--- src/rtl/conv_output_collector.sv ---
// conv_output_collector: requantizes convolution results, buffers them and writes them to output memory
module conv_output_collector #(
    parameter int BIN_LEN       = 8,
    parameter int OUT_BIN_LEN   = 16,
    parameter int INPUT_WIDTH   = 8,
    parameter int INPUT_HEIGHT  = 8,
    parameter int KERNEL_WIDTH  = 3,
    parameter int KERNEL_HEIGHT = 3,
    parameter int FIFO_DEPTH    = 4,
    parameter int ADDR_W        = 6
) (
    input  logic                   clock,
    input  logic                   reset,
    input  logic                   start,
    input  logic [3:0]             shift,
    input  logic [OUT_BIN_LEN-1:0] output_val,
    input  logic                   output_valid,
    input  logic                   pu_done,
    output logic                   wr_valid,
    output logic [ADDR_W-1:0]      wr_addr,
    output logic [BIN_LEN-1:0]     wr_data,
    input  logic                   wr_ready,
    output logic                   done,
    output logic                   overflow,
    output logic                   count_err
);
    localparam int OUT_W = INPUT_WIDTH - KERNEL_WIDTH + 1;
    localparam int OUT_H = INPUT_HEIGHT - KERNEL_HEIGHT + 1;
    localparam int TOTAL = OUT_W * OUT_H;
    localparam int PTR_W = $clog2(FIFO_DEPTH);
    localparam int CNT_W = ADDR_W + 1;
    localparam logic [1:0] IDLE = 2'd0, RUN = 2'd1, DRAIN = 2'd2, DONE = 2'd3;

    logic [1:0]             state;
    logic [3:0]             shift_reg;
    logic [BIN_LEN-1:0]     mem [FIFO_DEPTH];
    logic [PTR_W-1:0]       rd_ptr, wr_ptr;
    logic [PTR_W:0]         fill;
    logic [CNT_W-1:0]       res_cnt;
    logic [OUT_BIN_LEN-1:0] q;
    logic [BIN_LEN-1:0]     q_sat;
    logic                   full, in_push, room, pop, push, begin_frame;

    // Requantize the incoming result and decide push/pop/drop for this cycle
    always_comb begin
        q           = output_val >> shift_reg;
        q_sat       = |(q >> BIN_LEN) ? '1 : q[BIN_LEN-1:0];
        full        = fill == (PTR_W+1)'(FIFO_DEPTH);
        wr_valid    = fill != '0;
        wr_data     = mem[rd_ptr];
        done        = state == DONE;
        begin_frame = state == IDLE && start;
        in_push     = state == RUN && output_valid;
        room        = res_cnt < CNT_W'(TOTAL);
        pop         = wr_valid && wr_ready;
        push        = in_push && room && (!full || pop);
    end

    // FIFO storage holds already-requantized words
    always_ff @(posedge clock) begin
        if (push && !begin_frame) mem[wr_ptr] <= q_sat;
    end

    // Frame control, FIFO bookkeeping, address/result counters and sticky flags
    always_ff @(posedge clock) begin
        if (reset || begin_frame) begin
            state     <= reset ? IDLE : RUN;
            shift_reg <= reset ? 4'd0 : shift;
            rd_ptr    <= '0;
            wr_ptr    <= '0;
            fill      <= '0;
            wr_addr   <= '0;
            res_cnt   <= '0;
            overflow  <= 1'b0;
            count_err <= 1'b0;
        end else begin
            if (push) wr_ptr <= wr_ptr + 1'b1;
            if (pop) begin
                rd_ptr  <= rd_ptr + 1'b1;
                wr_addr <= wr_addr + 1'b1;
            end
            fill <= fill + (PTR_W+1)'(push) - (PTR_W+1)'(pop);
            if (in_push && res_cnt != '1) res_cnt <= res_cnt + 1'b1;
            if (in_push && !room) count_err <= 1'b1;
            if (in_push && room && full && !pop) overflow <= 1'b1;
            if (state == RUN && pu_done) state <= DRAIN;
            else if (state == DRAIN && !wr_valid) begin
                state <= DONE;
                if (res_cnt != CNT_W'(TOTAL)) count_err <= 1'b1;
            end else if (state == DONE) state <= IDLE;
        end
    end
endmodule

--- config.mk ---
export PLATFORM = sky130hd
export DESIGN_NAME = conv_output_collector
export DESIGN_NICKNAME = d
export VERILOG_FILES = /design/src/rtl/conv_output_collector.sv
export SDC_FILE = /design/constraint.sdc
export NUM_CORES = 1
export LEC_CHECK = 0
export CORE_MARGIN = 10
export CORE_UTILIZATION = 30
export DETAILED_ROUTE_END_ITERATION = 12
export HOLD_SLACK_MARGIN = 0.05
export SYNTH_ARGS = -nofsm -noshare
export SYNTH_HDL_FRONTEND = slang
export SYNTH_SLANG_ARGS = --single-unit
--- constraint.sdc ---
create_clock -name clock -period 6.6 [get_ports clock]
set_input_delay 1.32 -clock clock [delete_from_list [all_inputs] [get_ports clock]]
set_output_delay 1.32 -clock clock [all_outputs]
set_load 0.05 [all_outputs]
# [Word level (Yosys, flattened, before mapping)]
# Memories as Yosys holds them, arrays and structs flattened. A register that Yosys moved wholly into a read port is not among the register bits.
# Index checks and enable logic that the tools add are counted.
[classes] n_shift=1 eq_ne=6 n_mux=14 magnitude_cmp=1 reduce_logical=23 add_sub_neg=6
[ops] op="right shift 16 x 4 -> 16 bit" n=1
[ops] op="logical AND 1 bit" n=12
[ops] op="two-way mux 2 bit" n=6
[ops] op="two-way mux 8 bit" n=1
[ops] op="OR reduction 8 bit" n=1
[ops] op="adder 7 x 1 -> 7 bit, second input constant" n=1
[ops] op="less-than comparator 7 x 6 -> 1 bit, second input constant" n=1
[ops] op="two-way mux 1 bit" n=7
[ops] op="!= test 7 x 6 -> 1 bit, second input constant" n=1
[ops] op="!= test 7 bit, second input constant" n=1
[ops] op="adder 6 x 1 -> 6 bit, second input constant" n=1
[ops] op="zero test 1 bit" n=5
[ops] op="adder 2 x 1 -> 2 bit, second input constant" n=2
[ops] op="== test 2 bit, second input constant" n=2
[ops] op="nonzero test 4 bit" n=1
[ops] op="adder 3 x 1 -> 3 bit" n=1
[ops] op="== test 3 bit, second input constant" n=1
[ops] op="nonzero test 3 bit" n=1
[ops] op="subtractor 3 x 1 -> 3 bit" n=1
[ops] op="== test 2 x 1 -> 1 bit, second input constant" n=1
[ops] op="zero test 2 bit" n=1
[ops] op="logical OR 1 bit" n=2
[totals] ramBits=32 word_cells=61 output_inout_bits=18 inputBits=26 memories=1 register_bits=28
[memory_table] name="mem" depth=4 word_bits=8 rd=1 rd_ports_with_merged_regs=1 wr=1 line_no="36" text="logic [BIN_LEN-1:0] mem [FIFO_DEPTH];"

# [Longest topological paths before layout]
[depth] word_depth=7 ltp_mapped=12 mapped_depth_nobuf=10

# [Worst setup path before layout]
# Ideal clock, no wire load.
[synth_path] path_kind="input-to-reg" start="in wr_ready" end="reg fill[2]" n_path_buf=1 setup_time_ps=128 path_stages=11 t_required_ps=6472 arrival_time_ps=3215 setup_slack_ps=3257 cell_sequence="or4b_1 and4bb_1 buf_6 inv_1 ha_1 inv_1 ha_1 fa_1 xnor2_1 xnor2_1 nor2_1"
[synth_via] elab_chain_len=5
[synth_rtl] item="start: declaration" line_no="22" text="input logic wr_ready,"
[synth_rtl] item="logical AND 1 bit *" line_no="55" text="pop = wr_valid && wr_ready;"
[synth_rtl] item="logical OR 1 bit" line_no="56" text="push = in_push && room && (!full || pop);"
[synth_rtl] item="logical AND 1 bit" line_no="56"
[synth_rtl] item="adder 3 x 1 -> 3 bit" line_no="82" text="fill <= fill + (PTR_W+1)'(push) - (PTR_W+1)'(pop);"
[synth_rtl] item="subtractor 3 x 1 -> 3 bit *" line_no="82"
[synth_rtl] item="end signal: assignment" line_no="82"
[synth_rtl] item="end: declaration" line_no="38" text="logic [PTR_W:0] fill;"
# Mark *: on every way between the ends. The rest lies on a longest branch, timed or not.
# A chain may end at the register's enable or synchronous reset.

==> metrics.md <==
| Metric | Value |
|---|---|
| Status | `completed` |
| CTS tree | `yes` |
| Largest net degree at the start of global routing | `28` |
| Post-synthesis sequential area ratio | `0.4714` |
| Tot Pwr | `1.549 mW` |
| Worst hold path endpoint | `overflow$_SDFFE_PP0P_` |
| Place WS | `around 2700 ps` |
| RSZ-0062 raised after global routing | `false` |
| TritonCTS Buffers | `9` |
| Tcrit/Tclk final | `0.5468` |
| Worst endpoint data arrival time | `between 2000 and 2500 ps` |
| Pwr/cell area | `between 300 and 400 mW/mm2` |
| Post-CTS Setup Repair Bufs | `0` |
| CTS Hold Bufs | `0` |
| Fin. Hold Viols | `0` |
| Clock-pin slew of the registers on the worst-case setup and hold paths | `approximately 60 ps` |
| Max VDD drop | `0.2605 mV` |
| GR Overflow Total | `0` |
| Synth top area cells | `edfxtp_1 33%, dfxtp_1 14%, mux4_2 10%` |
| Layout cell share with drive strength beyond 1 | `0.1277` |
| Number of I/O port buffers | `43` |
| Critical Path Fanout Max | `8` |
| Min-Delay Startpoint | `overflow$_SDFFE_PP0P_` |
| Commonest non-fill, non-tap cell in the layout | `clkdlybuf4s50_1` |
| Final Wtd Congestion | `0.8385` |
| First-pass GRT wire length | `11,890 um` |
| Synth Area per Inst | `12.33 um2` |
| Worst-margin pin slew | `1060 ps` |
| Slew Limit Fails | `0` |
| Vias in the first global route | `2,348` |
| Most frequent cells in the layout | `43 x clkdlybuf4s50_1, 38 x edfxtp_1, 24 x nor2_1, 24 x mux2i_1, 24 x dfxtp_1` |
| Endpoints failing setup | `0` |
| Tmin final | `3609 ps` |
| Nets | `352` |
| R2r endpoint | `mem[1][5]$_DFFE_PP_` |
| Clock sinks | `62` |
| Biggest regs | `mem x32, res_cnt x7, wr_addr x6` |
| Clk_skew | `6.394 ps` |
| Via density | `roughly 5` |
| Core ar. | `between 0.01 and 0.015 mm2` |
| Flop-to-flop setup slack | `3740 ps` |
| Vias post-DR | `2,310` |
| Ant diodes | `0` |
| Die H | `127.1 um` |
| CTS resizes | `0` |
| Yosys warning count | `0` |
| Lkg Pwr | `1.494 nW` |
| Routed Antenna Nets | `0` |
| Final setup margin | `2991 ps` |
| Number of enable flip-flop cells after synthesis | `38` |
| R2r worst-path depth | `4` |
| Initial Util | `0.3038` |
| DIE AREA | `0.01615 mm2` |
| Most flops, register | `mem` |
| Fmax | `277.1 MHz` |
| 1st-iter DRT viols | `163` |
| Drt first pass iters | `4` |
| CP required | `5280 ps` |
| WHS Path Cells | `1` |
| DRC viols | `0` |
| Yosys top cell area share | `0.3318` |
| WS Path Type | `flop to output port` |
| Synthesized instance count | `approximately 280` |
| Largest area contributor in the netlist | `edfxtp_1` |
| H-tree depth | `3` |
| Drt total wl | `7420 um` |
| Boundary Pins | `44` |
| Synth Cell Area | `about 0.0034 mm2` |
| CTS Buffer Depth | `2` |
| Setup TNS | `0 ps` |
| Critical Path Source Type | `flop` |
| Worst flop-to-flop path startpoint | `shift_reg[1]$_SDFFCE_PP0P_` |
| CTS root buffer | `clkbuf_16` |
| Area delta synth->final | `24.63%` |
| Max Cap Violations | `0` |
| Slew headroom | `0.2935` |
| Post-Syn Nets | `315` |
| Smallest hold slack | `466.7 ps` |
| #FFs+latches synth | `62` |
| Main synth FF type | `edfxtp_1` |
| Post-DP HPWL | `between 5000 and 6000 um` |
| FFs w/ async S/R, synth | `0` |
| Total track usage | `0.09105` |
| Initial antenna violation count | `0` |
| Cell row count | `39` |
| Max reg flops | `32` |
| Die X | `127.1 um` |
| Clk Latency, worst-skew pair | `roughly 320 ps` |
| Synth unique cells | `55` |
| Avg WL per Cell | `15.99 um` |
| CP endpoint kind | `output port` |
| Hold crit path type | `flop to flop` |
where the power goes:
group	switching, mW	leakage (nW)	internal [mW]	total [mW]
logic	0.274	0.793	0.202	0.476
clock network	0.171	0.162	0.370	0.541
registers	0.0654	0.540	0.467	0.532
total	0.510	1.49	1.04	1.55
cell usage after synthesis, types with 2 or more instances:
master and number:
clkbuf_1 4, and2_1 8, a211oi_1 2, and3_1 6, nand3_1 2, a21oi_1 9, nand2_1 15, ha_1 9
nand2b_1 4, o21a_1 2, buf_2 6, nand4_1 3, nand3b_1 2, mux4_2 16, xor2_1 5, nor3_1 3
edfxtp_1 38, nor2b_1 6, nor2_1 24, inv_1 13, o21ai_0 4, xnor2_1 8, a31oi_1 3, dfxtp_1 24
a32oi_1 3, mux4_1 2, mux2i_1 24, a41oi_1 3, buf_6 5
cell families after synthesis:
group                    after synthesis  share of synthesized area
XOR/XNOR                              13                    0.03310
multiplexers                          43                     0.1932
flip-flops                            62                     0.4714
AO/OA/AOI/OAI                         40                    0.09240
buffers and inverters                 31                    0.04729
AND/OR/NAND/NOR                       80                     0.1240
adder cells (fa/ha/maj)               10                    0.03856
worst max-delay path by stage:
| stage | endpoint | slack [ps] | startpoint | cells past startpoint |
|---|---|---|---|---|
| floorplan | fill[2]$_SDFF_PP0_ | 3260 | wr_ready | 11 |
| global route | wr_data[6] | 2860 | flop | 2 |
| finish | wr_data[1] | 2990 | flop | 2 |
| CTS | wr_data[1] | 2920 | flop | 2 |
| detailed placement | fill[2]$_SDFF_PP0_ | 2700 | output_valid | 11 |
| global placement | fill[2]$_SDFF_PP0_ | 2780 | wr_ready | 11 |
through the flow:
stage          cell area [um2]  cells  utilization
2_1_floorplan             3440    279            -
3_3_place_gp              3939    448       0.3479
3_5_place_dp              3939    448       0.3479
4_1_cts                   4287    464       0.3786
5_1_grt                   4287    464       0.3786
6_report                  4287    464       0.3786
final cells by class:
cell class,instances,area (um2)
tap,143,178.9
fill,1107,7034
timing repair buffer,43,430.4
sequential,62,1622
inverter,14,52.55
clock buffer,9,225.2
multi-input combinational,186,1655
clock inverter,7,122.6
metal layers:
layer / global-route usage / part of all wire / vias up
li1: - / - / 1120
met4: 0.04086 / 0.016 / 0
met3: 0.03060 / 0.050 / 9
met2: 0.1522 / 0.49 / 50
met5: 0 / 0 / -
met1: 0.1033 / 0.44 / 1131
critical path: stages, from the launching register on:
cell and delay, ps:
dfxtp_1 660, mux4_2 590, clkdlybuf4s50_1 720
Power figures use the tool's default switching activity.
